--- config.mk ---
export PLATFORM = sky130hd
export DESIGN_NAME = control_unit_p
export DESIGN_NICKNAME = d
export VERILOG_FILES = /design/src/rtl/control_unit_p.sv
export SDC_FILE = /design/constraint.sdc
export NUM_CORES = 1
export LEC_CHECK = 0
export CORE_ASPECT_RATIO = 1.25
export CORE_UTILIZATION = 58
export CTS_CLUSTER_SIZE = 8
export DETAILED_ROUTE_END_ITERATION = 10
export DONT_BUFFER_PORTS = 1
export PLACE_DENSITY = 0.76
export SYNTH_ARGS = -nofsm -noshare
export SYNTH_HDL_FRONTEND = slang
export SYNTH_SLANG_ARGS = --single-unit
--- constraint.sdc ---
create_clock -name clk -period 2.2 [get_ports clk]
set_input_delay 0.33 -clock clk [delete_from_list [all_inputs] [get_ports clk]]
set_output_delay 0.33 -clock clk [all_outputs]
set_load 0.05 [all_outputs]
--- src/rtl/control_unit_p.sv ---
// Two-phase fetch/execute controller with register file, return stack, memory handshake and GPIO.
// Latency: 2 cycles per instruction, or 2+N for LOAD/STORE; the core stalls in MEM_WAIT until sram_ack.
module control_unit_p #(
  parameter int DATA_W      = 8,
  parameter int PC_W        = 12,
  parameter int STACK_DEPTH = 4,
  parameter int N_OUT       = 2
) (
  input  logic                    clk,
  input  logic                    arst_n,
  input  logic [15:0]             instruction,
  input  logic [PC_W-1:0]         pc_cur,
  input  logic [DATA_W-1:0]       alu_result,
  input  logic                    equal,
  input  logic                    carry_out,
  input  logic [DATA_W-1:0]       sram_read_data,
  input  logic                    sram_ack,
  input  logic [DATA_W-1:0]       in_gpio,
  input  logic                    bootstrapping,
  output logic [2:0]              alu_opcode,
  output logic [DATA_W-1:0]       alu_a,
  output logic [DATA_W-1:0]       alu_b,
  output logic                    sram_req,
  output logic                    sram_write_en,
  output logic [7:0]              sram_addr,
  output logic [DATA_W-1:0]       sram_write_data,
  output logic                    pc_load,
  output logic [PC_W-1:0]         pc_next,
  output logic                    pc_inc,
  output logic [N_OUT*DATA_W-1:0] out_gpio,
  output logic [1:0]              state,
  output logic                    stk_err
);

  typedef enum logic [1:0] {
    S_FETCH = 2'd0,
    S_EXEC  = 2'd1,
    S_MEM   = 2'd2,
    S_HALT  = 2'd3
  } state_t;

  localparam int SP_W = $clog2(STACK_DEPTH + 1);

  state_t             st;
  logic [3:0]         f_op, f_rd, f_ra, f_rb;
  logic [DATA_W-1:0]  regs [16];
  logic [PC_W-1:0]    stk  [2**SP_W];
  logic [SP_W-1:0]    sp;
  logic               flag_z, flag_c;
  logic [7:0]         imm8;
  logic [11:0]        imm12;
  logic               stk_empty, stk_full;

  assign imm8      = {f_ra, f_rb};
  assign imm12     = {f_rd, f_ra, f_rb};
  assign stk_empty = (sp == '0);
  assign stk_full  = (sp == SP_W'(STACK_DEPTH));
  assign state     = st;
  assign pc_inc    = (st == S_FETCH);

  // Jump decision is combinational so the PC can load at the end of EXECUTE.
  always_comb begin
    pc_load = 1'b0;
    pc_next = '0;
    if (st == S_EXEC) begin
      case (f_op)
        4'h0: begin
          if (f_rd == 4'h1 && !stk_empty) begin
            pc_load = 1'b1;
            pc_next = stk[sp - SP_W'(1)];
          end else if (f_rd == 4'h3 && !stk_full) begin
            pc_load = 1'b1;
            pc_next = PC_W'(imm8);
          end
        end
        4'h3: begin
          pc_load = 1'b1;
          pc_next = PC_W'(imm12);
        end
        4'h4: begin
          pc_load = flag_z;
          pc_next = flag_z ? PC_W'(imm12) : '0;
        end
        4'h5: begin
          pc_load = flag_c;
          pc_next = flag_c ? PC_W'(imm12) : '0;
        end
        default: ;
      endcase
    end
  end

  always_ff @(posedge clk or negedge arst_n) begin
    if (!arst_n) begin
      st              <= S_FETCH;
      f_op            <= '0;
      f_rd            <= '0;
      f_ra            <= '0;
      f_rb            <= '0;
      for (int i = 0; i < 16; i++) regs[i] <= '0;
      for (int i = 0; i < 2**SP_W; i++) stk[i] <= '0;
      sp              <= '0;
      flag_z          <= 1'b0;
      flag_c          <= 1'b0;
      stk_err         <= 1'b0;
      alu_opcode      <= '0;
      alu_a           <= '0;
      alu_b           <= '0;
      sram_req        <= 1'b0;
      sram_write_en   <= 1'b0;
      sram_addr       <= '0;
      sram_write_data <= '0;
      out_gpio        <= '0;
    end else begin
      case (st)
        S_FETCH: begin
          f_op       <= instruction[15:12];
          f_rd       <= instruction[11:8];
          f_ra       <= instruction[7:4];
          f_rb       <= instruction[3:0];
          alu_a      <= regs[instruction[7:4]];
          alu_b      <= regs[instruction[3:0]];
          alu_opcode <= instruction[14:12];
          st         <= S_EXEC;
        end
        S_EXEC: begin
          st <= S_FETCH;
          case (f_op)
            4'h0: begin
              case (f_rd)
                4'h1: if (stk_empty) stk_err <= 1'b1;
                      else sp <= sp - SP_W'(1);
                4'h2: st <= S_HALT;
                4'h3: if (stk_full) stk_err <= 1'b1;
                      else begin
                        stk[sp] <= pc_cur;
                        sp      <= sp + SP_W'(1);
                      end
                default: ;
              endcase
            end
            4'h1: begin
              sram_req      <= 1'b1;
              sram_write_en <= 1'b0;
              sram_addr     <= imm8;
              st            <= S_MEM;
            end
            4'h2: begin
              sram_req        <= 1'b1;
              sram_write_en   <= 1'b1;
              sram_addr       <= imm8;
              sram_write_data <= regs[f_rd];
              st              <= S_MEM;
            end
            4'h6: regs[f_rd] <= bootstrapping ? DATA_W'(imm8) : in_gpio;
            4'h7: begin
              for (int k = 0; k < N_OUT; k++)
                if (k == (int'(f_rb) % N_OUT)) out_gpio[k*DATA_W +: DATA_W] <= regs[f_rd];
            end
            default: begin
              if (f_op[3]) begin
                regs[f_rd] <= alu_result;
                flag_z     <= equal;
                flag_c     <= carry_out;
              end
            end
          endcase
        end
        S_MEM: begin
          if (sram_ack) begin
            sram_req      <= 1'b0;
            sram_write_en <= 1'b0;
            if (f_op == 4'h1) regs[f_rd] <= sram_read_data;
            st            <= S_FETCH;
          end
        end
        default: ;
      endcase
    end
  end

endmodule
**Word level (Yosys, flattened, before mapping)**

Index checks and enable logic that the tools add are counted.
W data, S select, Z words.

- Register bits after elaboration: 301
- Bits of input ports: 58
- Output and inout bits: 70
- Word-level logic and storage cells: 160

- Add/subtract/negate cells: 2
- Magnitude comparators: 7
- Equal/unequal tests: 23
- Multiplexer cells: 51
- Bitwise operators: 7
- Reductions and logical operators: 28

Operators by type and width:

| kind | count |
|---|---|
| $pmux W128 S2 | 2 |
| $bwmux W128 | 3 |
| $mux W128 | 3 |
| $bmux W8 S4 | 3 |
| $bwmux W96 | 1 |
| $mux W12 | 7 |
| $mux W8 | 9 |
| $pmux W12 S4 | 1 |
| $bmux W12 S3 | 1 |
| $demux W12 S3 | 1 |
| $demux W8 S4 | 1 |
| $logic_not A32 Y1 | 1 |
| $eq A4 B2 Y1 const B | 4 |
| $eq A4 B3 Y1 const B | 4 |
| $ne A2 B2 Y1 const B | 8 |
| $ge A5 B5 Y1 const B | 3 |
| $not A4 Y5 | 3 |
| $reduce_and A3 Y1 | 5 |
| $reduce_and A5 Y1 | 3 |
| $eq A4 B1 Y1 const B | 2 |
| $ge A4 B4 Y1 const B | 2 |
| $not A3 Y4 | 2 |
| $pmux W1 S2 | 4 |
| $mux W1 | 7 |
| 28 further kinds | 38 |

**Depth between registers and ports, before layout**

- Depth after elaboration: 9
- Gate-level depth with buffers: 8

**Worst setup path before layout**

OpenSTA, ideal clock, no wires.

- Path type: register -> output
- Start point: reg sp[0]
- End point: out pc_next[0]
- Arrival time: 2.726 ns
- Data required time: 1.870 ns
- Slack: -0.856 ns
- Stages on the path, launching flop included: 7
- Path through: dfrtp_1 -> buf_2 -> inv_1 -> ha_1 -> a2111oi_1 -> a32oi_1 -> o22ai_1

- Longest elaborated chain between the ends: 8

Ends and longest elaborated chain:

| what | line | source |
|---|---|---|
| start: declaration | 48 | `logic [SP_W-1:0] sp;` |
| start signal: assignment | 132 | `else sp <= sp - SP_W'(1);` |
| start signal: assignment | 137 | `sp <= sp + SP_W'(1);` |
| $sub A3 B1 Y3 | 70 | `pc_next = stk[sp - SP_W'(1)];` |
| $not A3 Y4 (not written as such) | 70 |  |
| $bmux W12 S3 | 70 |  |
| $mux W12 (not written as such) (2 in series) | 70 |  |
| $mux W12 * | 68 | `if (f_rd == 4'h1 && !stk_empty) begin` |
| $pmux W12 S4 * | 66 | `case (f_op)` |
| $mux W12 * | 65 | `if (st == S_EXEC) begin` |
| end: declaration | 28 | `output logic [PC_W-1:0] pc_next,` |

Every way passes the cells marked *; elsewhere a longest branch is shown, timed or not. The select of a mux whose other input is x is not followed.

**Worst setup path after layout**

- Start point: reg sp[0]
- End point: out pc_next[7]

Same word-level chain as after synthesis.

==> impl_metrics.json <==
{
  "ys_ff_latch": 298,
  "grt_max_degree": 299,
  "yosys_warnings": 0,
  "clock_sinks": 298,
  "worst-slew-pin-transition_ns": 0.703,
  "slew_viol_final": 0,
  "leakage_uw": 0.00880,
  "regToRegSetupSlack_ns": -0.15,
  "core-area_um2": 26800,
  "num_antenna_cells": 0,
  "grt_pass1_wl_um": 71400,
  "area_growth_syn_to_layout_pct": 26.7,
  "setup_violations": 97,
  "crit_type": "reg -> out",
  "track_usage_pct": 34.3,
  "synth_edf_count": 0,
  "power_density_nw_per_um2": 1490,
  "crit_top_cell": "buf_6",
  "synthFlopType": "dfrtp_1",
  "tritoncts": "built",
  "finalSetupTns_ns": -11.85,
  "die_w_um": 150,
  "ir_drop_mv": 0.956,
  "grt-ovfl-total": 0,
  "post_drt_via_cell_ratio": 6.91,
  "rr_startpoint": "f_rd[0]$_DFFE_PN0P_",
  "port_buffers": 0,
  "rows": 67,
  "dp_hpwl_um": 29100,
  "first_pass_iters": 7,
  "die_area_um2": 27900,
  "hold_class": "in -> async",
  "first_global_vias": 12175,
  "antenna_found_initial": 1,
  "num_io_pins": 128,
  "clk_pin_slew_ns": 0.05,
  "clk_latency_ns": 0.53,
  "yosysSeqAreaShare_pct": 47.1,
  "crit_arrival_ns": 2.47,
  "drc_errors": 0,
  "crit_family": "buffers and inverters",
  "drtAntennaViolNets": 0,
  "drive_gt1_share_pct": 49.8,
  "start_kind": "flop",
  "synth_cell_types": 48,
  "timing.hold.ws_ns": -0.490,
  "avgRoutedWirePerCell_um": 30.2,
  "htree_levels": 2,
  "hold_viol": 299,
  "cts_hold_buffers": 29,
  "clock-root-buffer": "clkbuf_16",
  "worstSetupEndpointType": "output port",
  "rsz0062_at_grt": "yes",
  "vias": 11629,
  "syn-num-nets": 1239,
  "drt_iter0_drc": 1106,
  "dieHeight_um": 187,
  "worstPathCellList": "inv_4 -> ha_4 -> buf_6 -> buf_12 -> mux4_2 -> mux2i_1 -> buf_4 -> o22ai_4 -> buf_6",
  "slew_headroom_pct": 53.0,
  "reg2reg_to": "stk[89]$_DFFE_PN0P_",
  "ff2ff_path_depth": 9,
  "fin_crit_sh_pct": 127,
  "fillers": 1581,
  "outcome": "complete, but fails checks",
  "synth.area.top_cells": "dfrtp_1, mux2_2, mux4_2, mux2i_1, a22oi_1",
  "cpPeakStageDelay_ns": 0.40,
  "wl_um": 50800,
  "crit_slowest_cell": "dfrtp_2",
  "synth_top_area_cell": "dfrtp_1",
  "yosysTopAreaCellShare_pct": 47.1,
  "syn_area_per_cell_um2": 13.5,
  "violations": "negative hold slack, negative setup slack",
  "critPathRequiredTime_ns": 1.87,
  "fin_crit_ns": 2.80,
  "crit_fanout": 5,
  "numCtsBuffers": 43,
  "critPathBufInv": 5,
  "setup_ws_ns": -0.605,
  "fin_nets": 1400,
  "max_freq_mhz": 357,
  "async_reset_ff_share_pct": 100,
  "cts.path.max_buffers": 3,
  "skew_ns": 0.0147,
  "gp_congestion": 0.891,
  "syn_inst": 1174,
  "syn_area_um2": 15800,
  "max_cap_violations": 0,
  "initial_core_util_pct": 59.0
}
-- stage by stage --
stage	area, µm²	utilization [%]	std cells	worst slack (ns)	total power, µW
after CTS	19200	71.7	1644	-0.481	28500
after detailed placement	17500	65.1	1548	-0.183	21900
after floorplan	16200	-	1174	-0.0892	18300
after global routing	20100	74.8	1684	-0.664	31000
after global placement	17500	65.1	1548	-0.213	21600
final	20100	74.8	1684	-0.605	29900
-- routing by layer --
metal	GRT usage (%)	share of wire [%]	vias to the layer above
met4	19.4	7.0	2
met3	7.70	8.6	217
met5	0	0.022	-
met1	41.3	36	5980
met2	56.4	49	663
li1	-	-	4767
-- layout make-up --
cell class	count	area [µm²]	share of cell area (%)
well taps	345	432	2.15
multi-input cells	777	8670	43.2
clock buffers	47	1090	5.44
flip-flops and latches	298	7460	37.2
inverters	10	42.5	0.212
clock inverters	2	17.5	0.0874
repair buffers	205	2340	11.7
-- flip-flops by register name (all words and copies together), names as in the netlist, 2 cells and up --
name,count
sram_addr,8
sram_write_data,8
state,2
alu_opcode,2
stk,96
f_rd,4
out_gpio,16
regs,128
sp,3
f_op,2
alu_b,8
alu_a,8
f_ra,4
f_rb,4
-- report_power, final --
| group | leakage (µW) | switching [µW] | internal (µW) |
|---|---|---|---|
| Clock | 0.000543 | 2270 | 3440 |
| Combinational | 0.00446 | 6180 | 6840 |
| Sequential | 0.00380 | 3680 | 7460 |
-- cell families (layout without fill, tap and decap cells) --
group | after synthesis | count (layout) | share of synthesized area, %
compound gates | 123 | 123 | 5.31
xor+xnor | 7 | 7 | 0.388
fa+ha+maj | 7 | 7 | 0.554
buf+inv | 100 | 264 | 2.82
flops | 298 | 298 | 47.1
mux | 461 | 461 | 38.0
simple gates | 178 | 179 | 5.84
-- synthesized netlist by cell type (all sizes together), types with 2 or more instances --
master / n
xor2: 2
o21ai: 13
a41o: 3
o2bb2ai: 2
xnor2: 5
ha: 7
o22ai: 26
a21o: 2
and2: 5
a211oi: 7
nand3: 24
nand4: 27
clkbuf: 41
nand2b: 9
nor2b: 14
dfrtp: 298
a31oi: 16
nand2: 43
mux2: 292
mux4: 79
a21oi: 14
nor2: 43
inv: 10
buf: 49
mux2i: 90
or3: 2
a22oi: 34
nor4bb: 2
-- cell usage in the layout (no fill, tap or decap), types with 33 or more instances in the layout --
| cell | netlist | routed |
|---|---|---|
| a22oi_1 | 34 | 33 |
| buf_12 | 0 | 37 |
| buf_4 | 4 | 99 |
| clkbuf_16 | 0 | 48 |
| dfrtp_1 | 298 | 293 |
| mux2_2 | 282 | 235 |
| mux2_4 | 10 | 57 |
| mux2i_1 | 90 | 82 |
| mux4_2 | 79 | 79 |
| nand2_1 | 43 | 42 |
| nor2_1 | 43 | 37 |
-- worst max path at each step --
stage / slack [ns] / to / from / depth (start not counted)
after floorplan: -0.09 / pc_next[0] / sp[0]$_DFFE_PN0P_ / 6
after global placement: -0.21 / regs[7]$_DFFE_PN0P_ / alu_opcode[0]$_DFFE_PN0P_ / 7
after detailed placement: -0.18 / regs[15]$_DFFE_PN0P_ / alu_opcode[0]$_DFFE_PN0P_ / 7
after CTS: -0.48 / pc_next[7] / sp[0]$_DFFE_PN0P_ / 9
after global routing: -0.66 / pc_next[7] / sp[0]$_DFFE_PN0P_ / 9
final: -0.60 / pc_next[7] / sp[0]$_DFFE_PN0P_ / 9
-- timing repair --
| item | 4_1_cts | 5_1_grt |
|---|---|---|
| pin swaps | 11 | 15 |
| endpoints found under the setup margin | 217 | 217 |
| setup buffers | 14 | 35 |
| hold endpoints to repair | 414 | 298 |
| cloned | 5 | 8 |
| gates resized for setup | 41 | 108 |
(Power assumes the default switching activity.)
